`src/rtl/divergence_scheduler_if.sv`:
```
`default_nettype none
// ============================================================================
// Module      : divergence_scheduler_if
// Description : Control-flow event channel (in) and fetch issue channel (out)
//               of the SIMT divergence scheduler.
// Revision    : 1.0 - initial release
// ============================================================================
interface divergence_scheduler_if #(
    parameter int ADDR_W = 64,
    parameter int MASK_W = 64
);
    logic              evt_valid;
    logic              evt_ready;
    logic [1:0]        evt_kind;
    logic [ADDR_W-1:0] evt_pc0;
    logic [ADDR_W-1:0] evt_pc1;
    logic [MASK_W-1:0] evt_mask0;
    logic [MASK_W-1:0] evt_mask1;

    logic              fetch_valid;
    logic              fetch_ready;
    logic [ADDR_W-1:0] fetch_pc;
    logic [MASK_W-1:0] fetch_mask;

    // Store stage / fetch side: produces events, consumes issues
    modport master (
        output evt_valid, evt_kind, evt_pc0, evt_pc1, evt_mask0, evt_mask1,
        output fetch_ready,
        input  evt_ready, fetch_valid, fetch_pc, fetch_mask
    );

    // Scheduler side
    modport slave (
        input  evt_valid, evt_kind, evt_pc0, evt_pc1, evt_mask0, evt_mask1,
        input  fetch_ready,
        output evt_ready, fetch_valid, fetch_pc, fetch_mask
    );
endinterface
`default_nettype wire

```
`src/rtl/divergence_scheduler.sv`:
```
`default_nettype none
// ============================================================================
// Module      : divergence_scheduler
// Description : Per-core SIMT control-flow scheduler. Tracks the active
//               (PC, mask), a bounded divergence stack of deferred paths,
//               reconverges on top-of-stack PC match and issues to fetch.
// Revision    : 1.0 - initial release
// ============================================================================
module divergence_scheduler #(
    parameter int MASK_W = 64,
    parameter int ADDR_W = 64,
    parameter int DEPTH  = 8
) (
    input  logic                     clk,
    input  logic                     reset,
    input  logic                     start_valid,
    input  logic [ADDR_W-1:0]        start_pc,
    input  logic [MASK_W-1:0]        start_mask,
    divergence_scheduler_if.slave    bus,
    output logic [$clog2(DEPTH):0]   depth,
    output logic                     done,
    output logic                     overflow
);
    localparam int IW = $clog2(DEPTH);
    localparam int PW = IW + 1;

    localparam logic [1:0] c_K_JMP  = 2'd0;
    localparam logic [1:0] c_K_CJMP = 2'd1;
    localparam logic [1:0] c_K_HALT = 2'd2;

    localparam logic [2:0] c_S_IDLE  = 3'd0;
    localparam logic [2:0] c_S_ISSUE = 3'd1;
    localparam logic [2:0] c_S_RUN   = 3'd2;
    localparam logic [2:0] c_S_REDIR = 3'd3;
    localparam logic [2:0] c_S_DONE  = 3'd4;
    localparam logic [2:0] c_S_ERROR = 3'd5;

    logic [2:0]        state_q, state_d;
    logic [ADDR_W-1:0] cur_pc_q, cur_pc_d;
    logic [MASK_W-1:0] cur_mask_q, cur_mask_d;
    logic [PW-1:0]     sp_q, sp_d;
    logic              done_q, done_d;
    logic              ovf_q, ovf_d;
    logic [ADDR_W-1:0] stk_pc_q   [DEPTH];
    logic [ADDR_W-1:0] stk_pc_d   [DEPTH];
    logic [MASK_W-1:0] stk_mask_q [DEPTH];
    logic [MASK_W-1:0] stk_mask_d [DEPTH];

    logic [IW-1:0]     w_top_idx;
    logic [IW-1:0]     w_sec_idx;
    logic              w_empty;
    logic              w_full;
    logic              w_redir;
    logic [ADDR_W-1:0] w_red_pc;
    logic [MASK_W-1:0] w_red_mask;
    logic              w_halt;
    logic [MASK_W-1:0] w_halt_mask;
    logic [MASK_W-1:0] w_left;

    // Stack pointers: top entry and the one beneath it (used to decide whether
    // another merge is pending after this cycle's merge)
    always_comb begin
        w_top_idx = sp_q[IW-1:0] - IW'(1);
        w_sec_idx = sp_q[IW-1:0] - IW'(2);
        w_empty   = (sp_q == '0);
        w_full    = (sp_q == PW'(DEPTH));
    end

    // State register and datapath flops; async reset clears everything
    always_ff @(posedge clk or posedge reset) begin
        if (reset) begin
            state_q    <= c_S_IDLE;
            cur_pc_q   <= '0;
            cur_mask_q <= '0;
            sp_q       <= '0;
            done_q     <= 1'b0;
            ovf_q      <= 1'b0;
            for (int i = 0; i < DEPTH; i++) begin
                stk_pc_q[i]   <= '0;
                stk_mask_q[i] <= '0;
            end
        end else begin
            state_q    <= state_d;
            cur_pc_q   <= cur_pc_d;
            cur_mask_q <= cur_mask_d;
            sp_q       <= sp_d;
            done_q     <= done_d;
            ovf_q      <= ovf_d;
            for (int i = 0; i < DEPTH; i++) begin
                stk_pc_q[i]   <= stk_pc_d[i];
                stk_mask_q[i] <= stk_mask_d[i];
            end
        end
    end

    // Next-state: event decode, stack push/pop, reconvergence merge
    always_comb begin
        state_d     = state_q;
        cur_pc_d    = cur_pc_q;
        cur_mask_d  = cur_mask_q;
        sp_d        = sp_q;
        done_d      = done_q;
        ovf_d       = ovf_q;
        stk_pc_d    = stk_pc_q;
        stk_mask_d  = stk_mask_q;
        w_redir     = 1'b0;
        w_red_pc    = '0;
        w_red_mask  = '0;
        w_halt      = 1'b0;
        w_halt_mask = '0;
        w_left      = '0;

        case (state_q)
            c_S_IDLE, c_S_DONE: begin
                if (start_valid) begin
                    cur_pc_d   = start_pc;
                    cur_mask_d = start_mask;
                    sp_d       = '0;
                    if (start_mask == '0) begin
                        done_d  = 1'b1;
                        state_d = c_S_DONE;
                    end else begin
                        done_d  = 1'b0;
                        state_d = c_S_ISSUE;
                    end
                end
            end
            c_S_ISSUE: begin
                if (bus.fetch_ready) begin
                    state_d = c_S_RUN;
                end
            end
            c_S_RUN: begin
                if (bus.evt_valid) begin
                    case (bus.evt_kind)
                        c_K_JMP: begin
                            w_redir    = 1'b1;
                            w_red_pc   = bus.evt_pc0;
                            w_red_mask = cur_mask_q;
                        end
                        c_K_CJMP: begin
                            if (bus.evt_mask0 != '0 && bus.evt_mask1 != '0) begin
                                // True split: defer fall-through, no merge check
                                if (w_full) begin
                                    ovf_d   = 1'b1;
                                    state_d = c_S_ERROR;
                                end else begin
                                    stk_pc_d[sp_q[IW-1:0]]   = bus.evt_pc1;
                                    stk_mask_d[sp_q[IW-1:0]] = bus.evt_mask1;
                                    sp_d       = sp_q + PW'(1);
                                    cur_pc_d   = bus.evt_pc0;
                                    cur_mask_d = bus.evt_mask0;
                                    state_d    = c_S_ISSUE;
                                end
                            end else if (bus.evt_mask0 != '0) begin
                                w_redir    = 1'b1;
                                w_red_pc   = bus.evt_pc0;
                                w_red_mask = bus.evt_mask0;
                            end else if (bus.evt_mask1 != '0) begin
                                w_redir    = 1'b1;
                                w_red_pc   = bus.evt_pc1;
                                w_red_mask = bus.evt_mask1;
                            end else begin
                                w_halt      = 1'b1;
                                w_halt_mask = cur_mask_q;
                            end
                        end
                        c_K_HALT: begin
                            w_halt      = 1'b1;
                            w_halt_mask = bus.evt_mask0;
                        end
                        default: ;
                    endcase
                end
            end
            c_S_REDIR: begin
                w_redir    = 1'b1;
                w_red_pc   = cur_pc_q;
                w_red_mask = cur_mask_q;
            end
            default: ;
        endcase

        // Redirect: at most one merge per cycle; linger in REDIR while the
        // next entry down also targets the same PC
        if (w_redir) begin
            cur_pc_d   = w_red_pc;
            cur_mask_d = w_red_mask;
            state_d    = c_S_ISSUE;
            if (!w_empty && stk_pc_q[w_top_idx] == w_red_pc) begin
                cur_mask_d = w_red_mask | stk_mask_q[w_top_idx];
                sp_d       = sp_q - PW'(1);
                if (sp_q >= PW'(2) && stk_pc_q[w_sec_idx] == w_red_pc) begin
                    state_d = c_S_REDIR;
                end
            end
        end

        // Halt: retire threads; when none remain resume a deferred path
        if (w_halt) begin
            w_left     = cur_mask_q & ~w_halt_mask;
            cur_mask_d = w_left;
            if (w_left == '0) begin
                if (!w_empty) begin
                    cur_pc_d   = stk_pc_q[w_top_idx];
                    cur_mask_d = stk_mask_q[w_top_idx];
                    sp_d       = sp_q - PW'(1);
                    state_d    = c_S_ISSUE;
                end else begin
                    done_d  = 1'b1;
                    state_d = c_S_DONE;
                end
            end
        end
    end

    // Outputs decoded from the registered state only
    always_comb begin
        bus.fetch_valid = (state_q == c_S_ISSUE);
        bus.evt_ready   = (state_q == c_S_RUN);
        bus.fetch_pc    = cur_pc_q;
        bus.fetch_mask  = cur_mask_q;
        depth           = sp_q;
        done            = done_q;
        overflow        = ovf_q;
    end
endmodule
`default_nettype wire

```
`src/flat_wrapper.sv`:
```
// flat-port wrapper written by rule: the top's interface ports become plain ports
module divergence_scheduler_flat 
#(
    parameter int MASK_W = 64,
    parameter int ADDR_W = 64,
    parameter int DEPTH  = 8
)
  (clk, reset, start_valid, start_pc, start_mask, depth, done, overflow, bus_evt_valid, bus_evt_kind, bus_evt_pc0, bus_evt_pc1, bus_evt_mask0, bus_evt_mask1, bus_fetch_ready, bus_evt_ready, bus_fetch_valid, bus_fetch_pc, bus_fetch_mask);
  divergence_scheduler_if #(.ADDR_W(ADDR_W), .MASK_W(MASK_W)) bus_i ();
  input  logic clk;
  input  logic reset;
  input  logic start_valid;
  input  logic [ADDR_W-1:0] start_pc;
  input  logic [MASK_W-1:0] start_mask;
  output logic [$clog2(DEPTH):0] depth;
  output logic done;
  output logic overflow;
  input wire logic [$bits(bus_i.evt_valid)-1:0] bus_evt_valid;
  input wire logic [$bits(bus_i.evt_kind)-1:0] bus_evt_kind;
  input wire logic [$bits(bus_i.evt_pc0)-1:0] bus_evt_pc0;
  input wire logic [$bits(bus_i.evt_pc1)-1:0] bus_evt_pc1;
  input wire logic [$bits(bus_i.evt_mask0)-1:0] bus_evt_mask0;
  input wire logic [$bits(bus_i.evt_mask1)-1:0] bus_evt_mask1;
  input wire logic [$bits(bus_i.fetch_ready)-1:0] bus_fetch_ready;
  output wire logic [$bits(bus_i.evt_ready)-1:0] bus_evt_ready;
  output wire logic [$bits(bus_i.fetch_valid)-1:0] bus_fetch_valid;
  output wire logic [$bits(bus_i.fetch_pc)-1:0] bus_fetch_pc;
  output wire logic [$bits(bus_i.fetch_mask)-1:0] bus_fetch_mask;
  assign bus_i.evt_valid = bus_evt_valid;
  assign bus_i.evt_kind = bus_evt_kind;
  assign bus_i.evt_pc0 = bus_evt_pc0;
  assign bus_i.evt_pc1 = bus_evt_pc1;
  assign bus_i.evt_mask0 = bus_evt_mask0;
  assign bus_i.evt_mask1 = bus_evt_mask1;
  assign bus_i.fetch_ready = bus_fetch_ready;
  assign bus_evt_ready = bus_i.evt_ready;
  assign bus_fetch_valid = bus_i.fetch_valid;
  assign bus_fetch_pc = bus_i.fetch_pc;
  assign bus_fetch_mask = bus_i.fetch_mask;
  divergence_scheduler #(.MASK_W(MASK_W), .ADDR_W(ADDR_W), .DEPTH(DEPTH)) u_core (.clk(clk), .reset(reset), .start_valid(start_valid), .start_pc(start_pc), .start_mask(start_mask), .bus(bus_i), .depth(depth), .done(done), .overflow(overflow));
endmodule
```
`config.mk`:
```
export PLATFORM = sky130hd
export DESIGN_NAME = divergence_scheduler_flat
export DESIGN_NICKNAME = d
export VERILOG_FILES = /design/src/rtl/divergence_scheduler_if.sv /design/src/rtl/divergence_scheduler.sv /design/src/flat_wrapper.sv
export SDC_FILE = /design/constraint.sdc
export NUM_CORES = 2
export LEC_CHECK = 0
export ABC_AREA = 1
export BUFFER_PORTS_ARGS = -buffer_cell sky130_fd_sc_hd__buf_2
export CORE_MARGIN = 2
export CORE_UTILIZATION = 50
export DETAILED_ROUTE_END_ITERATION = 12
export PLACE_DENSITY = 0.68
export SLEW_MARGIN = 20
export SYNTH_ARGS = -nofsm -noshare
export SYNTH_HDL_FRONTEND = slang
export SYNTH_SLANG_ARGS = --single-unit
```
`constraint.sdc`:
```
create_clock -name clk -period 69.3 [get_ports clk]
set_clock_uncertainty 0.15 [all_clocks]
set_input_delay 6.93 -clock clk [delete_from_list [all_inputs] [get_ports clk]]
set_output_delay 6.93 -clock clk [all_outputs]
set_load 0.02 [all_outputs]
```
# Yosys cells after proc, flatten, opt, wreduce, memory -nomap -nowiden
# Index checks and enable logic that the tools add are counted.
[totals] reg_bits=1161 word_cells=164
[classes] n_addsub=4 n_lt_le_gt_ge=5 eq_ne=14 n_mux=95 bitwise=7 n_reduce_logical=17
[op_table] op="$mux 64" count=39
[op_table] op="$bwmux 512" count=2
[op_table] op="$pmux 64 s2" count=7
[op_table] op="$bmux 64 s3" count=3
[op_table] op="$demux 64 s3" count=1
[op_table] op="$eq 64x64->1" count=2
[op_table] op="$logic_not 64->1" count=2
[op_table] op="$reduce_bool 64->1" count=2
[op_table] op="$and 64x64->64" count=1
[op_table] op="$not 64->64" count=1
[op_table] op="$or 64x64->64" count=1
[op_table] op="$mux 4" count=10
[op_table] op="$mux 3" count=12
[op_table] op="$mux 1" count=15
[op_table] op="$ge 4x4->1 const B" count=3
[op_table] op="$not 3->4" count=3
[op_table] op="$reduce_and 5->1" count=2
[op_table] op="$pmux 3 s3" count=1
[op_table] op="$ne 4x1->1 const B" count=2
[op_table] op="$ne 4x2->1 const B" count=2
[op_table] op="$pmux 4 s2" count=1
[op_table] op="$eq 3x2->1 const B" count=2
[op_table] op="$pmux 1 s2" count=3
[op_table] op="$reduce_and 6->1" count=1
[op_table] op="other kinds (21)" count=24

# Longest topological paths before layout
[logic_depth] depth_word=14 mapped_depth=31 depth_no_buf=26

# Least setup slack after synthesis
# Ideal clock, no wire load.
[synth_timing] path_kind="input port to flip-flop" from="input port bus_evt_mask0[23]" to="register u_core.state_q[1]" setup_time_ns=0.077 arrival_ns=10.273 t_required_ns=69.073 slack_ns=58.799 cell_stages=31 path_cell_list="nor2_1 -> nand2_1 -> nor2_1 -> nand2_1 -> nor2_1 -> nand2_1 -> buf_2 -> clkbuf_1 -> buf_1 -> ha_1 -> nor2_1 -> inv_1 -> clkbuf_1 -> buf_1 -> a21oi_1 -> nand2_1 -> nand2_1 -> nand2_1 -> nand2_1 -> nand2_1 -> nand2_1 -> nor2_1 -> nand2_1 -> nor2_1 -> nand2_1 -> nor2_2 -> nand3_2 -> inv_2 -> buf_4 -> nand2_1 -> a21oi_1"
[synth_via] elab_chain_cells=13 elab_cells_between_ends=38 cone_classes="eq/ne: 2; mux: 29; bitwise: 2; reduce/logical: 5"
[synth_lines] element="from (decl)" line="flat_wrapper.sv:22" text="input wire logic [$bits(bus_i.evt_mask0)-1:0] bus_evt_mask0;"
[synth_lines] element="$reduce_bool 64->1" line="divergence_scheduler.sv:142, divergence_scheduler.sv:155"
[synth_lines] element="$mux 64 / $logic_and 1x1->1 (equally long branches)" line="divergence_scheduler.sv:155, divergence_scheduler.sv:142"
[synth_lines] element="$mux 64" line="divergence_scheduler.sv:142" text="if (bus.evt_mask0 != '0 && bus.evt_mask1 != '0) begin"
[synth_lines] element="$pmux 64 s2" line="divergence_scheduler.sv:135" text="case (bus.evt_kind)"
[synth_lines] element="$mux 64" line="divergence_scheduler.sv:134" text="if (bus.evt_valid) begin"
[synth_lines] element="$pmux 64 s2" line="divergence_scheduler.sv:113" text="case (state_q)"
[synth_lines] element="$eq 64x64->1" line="divergence_scheduler.sv:193" text="if (sp_q >= PW'(2) && stk_pc_q[w_sec_idx] == w_red_pc) begin"
[synth_lines] element="$logic_and 1x1->1" line="divergence_scheduler.sv:193"
[synth_lines] element="$mux 2" line="divergence_scheduler.sv:193"
[synth_lines] element="$mux 3" line="divergence_scheduler.sv:190" text="if (!w_empty && stk_pc_q[w_top_idx] == w_red_pc) begin"
[synth_lines] element="$mux 3" line="divergence_scheduler.sv:186" text="if (w_redir) begin"
[synth_lines] element="$mux 3" line="divergence_scheduler.sv:203" text="if (w_left == '0) begin"
[synth_lines] element="$mux 3 *" line="divergence_scheduler.sv:200" text="if (w_halt) begin"
[synth_lines] element="net u_core.state_d[1]" line="divergence_scheduler.sv:38" text="logic [2:0] state_q, state_d;"
[synth_lines] element="to (signal assigned)" line="divergence_scheduler.sv:72" text="state_q <= c_S_IDLE;"
[synth_lines] element="to (signal assigned)" line="divergence_scheduler.sv:83" text="state_q <= state_d;"
[synth_lines] element="to (decl)" line="divergence_scheduler.sv:38"
# The timed path passes the listed nets; every way through them passes the cells marked *.
# A chain may end at the register's enable or synchronous reset.

# Worst setup path in the final report
[layout_timing] from="input port bus_evt_mask1[17]" to="register u_core.cur_pc_q[14], in the netlist u_core.bus.fetch_pc[14]"
[layout_via] elab_chain_cells=12 elab_cells_between_ends=37 cone_classes="mux: 32; bitwise: 2; reduce/logical: 3"
[layout_lines] element="from (decl)" line="flat_wrapper.sv:23" text="input wire logic [$bits(bus_i.evt_mask1)-1:0] bus_evt_mask1;"
[layout_lines] element="$reduce_bool 64->1 *" line="divergence_scheduler.sv:142, divergence_scheduler.sv:159"
[layout_lines] element="$mux 64" line="divergence_scheduler.sv:159" text="end else if (bus.evt_mask1 != '0) begin"
[layout_lines] element="$mux 64" line="divergence_scheduler.sv:155" text="end else if (bus.evt_mask0 != '0) begin"
[layout_lines] element="$mux 64" line="divergence_scheduler.sv:142"
[layout_lines] element="$pmux 64 s2" line="divergence_scheduler.sv:135"
[layout_lines] element="$mux 64" line="divergence_scheduler.sv:134"
[layout_lines] element="$mux 64" line="divergence_scheduler.sv:113"
[layout_lines] element="$not 64->64" line="divergence_scheduler.sv:201" text="w_left = cur_mask_q & ~w_halt_mask;"
[layout_lines] element="$and 64x64->64" line="divergence_scheduler.sv:201"
[layout_lines] element="$logic_not 64->1" line="divergence_scheduler.sv:203"
[layout_lines] element="$mux 64" line="divergence_scheduler.sv:203"
[layout_lines] element="$mux 64 *" line="divergence_scheduler.sv:200"
[layout_lines] element="net u_core.cur_pc_d[14]" line="divergence_scheduler.sv:39" text="logic [ADDR_W-1:0] cur_pc_q, cur_pc_d;"
[layout_lines] element="to (signal assigned)" line="divergence_scheduler.sv:84" text="cur_pc_q <= cur_pc_d;"
[layout_lines] element="to (decl)" line="divergence_scheduler.sv:39"
# Marked as above.

==> PnR_summary.wiki <==
{| class="wikitable"
! Metric !! Value
|-
| Status || completed
|-
| Total Power || ~3.2 mW
|-
| Register area || between 20000 and 30000 sq um
|-
| Final core occ || 0.559
|-
| Category of the worst setup path capture point || flop
|-
| Placement Rows || 134
|-
| Placement-stage cell area || about 70000 sq um
|-
| DRT Wirelength || a little under 300000 um
|-
| Critical path arrival || ~14 ns
|-
| Share of post-route cells with drive strength above 1 || 0.0974
|-
| Drt initial violations || about 9700
|-
| Largest stage delay, worst path || about 0.80 ns
|-
| Effective utilization at floorplan || 0.502
|-
| Number of setup buffers added after CTS || 0
|-
| Clock Sinks || between 1000 and 1500
|-
| Main area contributors after synthesis || sky130_fd_sc_hd__dfrtp_1 43%, sky130_fd_sc_hd__nand2_1 17%, sky130_fd_sc_hd__o21ai_0 14%, sky130_fd_sc_hd__nor2_1 4.7%, sky130_fd_sc_hd__a21oi_1 3.3%
|-
| Met3 usage || 0.0748
|-
| Maximum fanout along the worst path || slightly below 70
|-
| Leakage power || 35.1 nW
|-
| DIE AREA || 137000 sq um
|-
| Share of synthesized flip-flops with an asynchronous set or reset || 1.00
|-
| Area of the multi-input gates || between 30000 and 40000 sq um
|-
| Most used flip-flop cell after synthesis || sky130_fd_sc_hd__dfrtp_1
|-
| Final weighted congestion of routability-driven global placement || roughly 1.0
|-
| Clock Tree Root || sky130_fd_sc_hd__clkbuf_16
|-
| CTS Buf Count || 132
|-
| Remaining Overflow, GRT || 0
|-
| Worst slew margin relative to its limit || 0.101
|-
| Critical path's most frequent cell || sky130_fd_sc_hd__nand2_1
|-
| Worst EP required || about 70 ns
|-
| Top library cells by usage in the layout, fill and taps aside || 3053 x sky130_fd_sc_hd__nand2_1, 1827 x sky130_fd_sc_hd__o21ai_0, 1159 x sky130_fd_sc_hd__dfrtp_1, 824 x sky130_fd_sc_hd__nor2_1, 526 x sky130_fd_sc_hd__buf_2
|-
| Most common cell after layout, fill and taps aside || sky130_fd_sc_hd__nand2_1
|-
| Ys Warns || 0
|-
| Antenna-violating nets left || 0
|-
| Number of I/O port buffers || around 530
|-
| Antenna violations before repair || 14
|-
| Met1 capacity usage during global routing || 0.495
|-
| Crit path kind || primary input to flop
|-
| Power density relative to cell area || around 43 nW/um^2
|-
| DRC violations left || 0
|-
| Clock edge transition at the registers on the reported setup and hold paths || about 0.060 ns
|-
| Average cell area after synthesis || slightly below 7 sq um
|-
| Routed vias || approximately 70000
|-
| Clock insertion delay at the later pin of the skew report || 0.79 ns
|-
| Post-Synthesis Net Count || approximately 10000
|-
| Routing usage on met2 || 0.632
|-
| Portion of the post-synthesis area used by sequential elements || 0.435
|-
| Worst setup timing slack at the placement stage || ~56 ns
|-
| Via-per-instance ratio || 6.15
|-
| CTS tree || done
|-
| Post-synth EDFFs || 0
|-
| Aggregate negative setup slack || 0 ns
|-
| Number of max-cap violations || 0
|-
| Core area || approximately 130000 sq um
|-
| Slowest stage cell on the critical path || sky130_fd_sc_hd__nor2_4
|-
| Number of gates resized after CTS || 0
|-
| H-tree level count || 4
|-
| Largest net degree at the start of global routing || between 200 and 250
|-
| Distinct cell type count of the synthesized netlist || 41
|-
| Unrepaired setup endpoints after global routing || false
|-
| Deepest clock path buffer count || 3
|-
| Slew at the pin closest to its max-slew limit || about 1.3 ns
|-
| Share of Yosys cell area claimed by the top area cell type || 0.435
|-
| Setup ws final || around 56 ns
|-
| Number of ports placed on the die boundary || roughly 530
|-
| Synthesized area || approximately 67000 sq um
|-
| Worst hold path type || flop to flop
|-
| Number of hold-slack violations in the final timing report || 0
|-
| Vert. Die Dim || approximately 370 um
|-
| GRT Util Overall || 0.417
|-
| Vias in the first global route || 63726
|-
| Final worst-path cycle share || 0.192
|-
| Worst voltage drop across the vdd grid || ~0.043 mV
|-
| Number of fill cells in the layout || between 10000 and 15000
|-
| Sum of net half-perimeters after detailed placement || ~190000 um
|-
| Number of pins with negative max-slew slack in the final report || 0
|-
| Hold buffers post-CTS || 0
|-
| Number of setup violations in the final report || 0
|-
| Final Critical Period || ~13 ns
|-
| Max Clk Rate || around 0.075 GHz
|-
| Routed wire per std cell || 25.4 um
|-
| Biggest area consumer among synthesized cells || sky130_fd_sc_hd__dfrtp_1
|-
| Number of nets in the finished design || roughly 10000
|-
| Pre-antenna DRT Iters || 9
|-
| Area grow syn2layout || 11.2%
|-
| Most used routing layer in global routing || met2
|-
| Startpoint kind of the worst setup timing path || primary input
|-
| Count of mapped cells out of synthesis || 9627
|-
| Yosys reg bits || 1161
|-
| Fin area || about 74000 sq um
|-
| Width of the die || 370 um
|-
| Wire length of the first global-routing pass || approximately 430000 um
|}
==> state kept, by name, indices dropped and copies added (netlist names) <==
name	count
u_core.bus.fetch_pc	64
u_core.overflow	1
u_core.depth	4
u_core.state_q	3
u_core.done	1
u_core.stk_mask_q	512
u_core.stk_pc_q	512
u_core.bus.fetch_mask	64
==> final timing paths <==
| path | startpoint | slack (ns) | cells past startpoint | to |
|---|---|---|---|---|
| min reg2reg | u_core.stk_mask_q[361] | 0.33 | 2 | u_core.stk_mask_q[361] |
| min | u_core.stk_mask_q[361] | 0.33 | 2 | u_core.stk_mask_q[361] |
| max | bus_evt_mask1[17] | 55.99 | 25 | u_core.bus.fetch_pc[14] |
| min in group asynchronous | reset | 6.13 | 2 | u_core.stk_mask_q[111] |
| max in group asynchronous | reset | 59.01 | 6 | u_core.stk_pc_q[175] |
| max reg2reg | u_core.depth[0] | 61.74 | 21 | u_core.state_q[1] |
==> through the flow <==
stage	cells	hold WS, ns
after floorplan	9627	0.298
after global placement	11292	0.311
after detailed placement	11292	0.317
after CTS	11521	0.331
after global routing	11522	0.339
final	11526	0.329
==> cells in the mapped netlist, drive strengths merged (22+ instances only) <==
library cell,instances
o221ai,43
clkbuf,520
nand3,297
o211ai,47
inv,473
o21ai,1932
dfrtp,1161
a22oi,30
buf,224
a32oi,22
a21oi,447
o2111ai,61
nand4,39
o22ai,258
or2,40
a32o,33
nor2,834
nand2,3058
==> per-layer routing <==
layer  wire length (um)  share of wire
met3              26500          0.090
met2             128000           0.44
met4              35000           0.12
met5                 94        0.00032
met1             103000           0.35
==> power by group <==
group          total, mW  internal (mW)  switching, mW
clock network      0.725          0.420          0.305
registers          0.937          0.806          0.131
logic               1.55          0.424           1.13
==> kinds of logic (layout without fill, tap and decap cells) <==
group	count (synthesis)	after routing	share of synthesized area
XOR/XNOR	27	27	0.00354
adder cells (fa/ha/maj)	12	12	0.00225
AND/OR/NAND/NOR	4294	4294	0.251
AO/OA/AOI/OAI	2911	2911	0.237
multiplexers	3	3	0.000449
other	0	4	0
flip-flops	1161	1161	0.435
buffers and inverters	1219	1346	0.0714
==> critical path, delay by kind of cell <==
kind	cells	cell delay, ns
and+or+nand+nor	17	3.71
buffers and inverters	6	2.36
adders and majority gates	1	0.40
AOI/OAI and AO/OA	1	0.24
==> layout make-up <==
| type | instances | share of cell area |
|---|---|---|
| clock buffer | 189 | 0.0519 |
| clock inverter | 40 | 0.00757 |
| timing repair buffer | 642 | 0.0487 |
| antenna | 4 | 0.000135 |
| multi-input combinational | 7247 | 0.447 |
| tap | 1768 | 0.0297 |
| sequential | 1161 | 0.391 |
| inverter | 475 | 0.0246 |
Power figures use the tool's default switching activity.
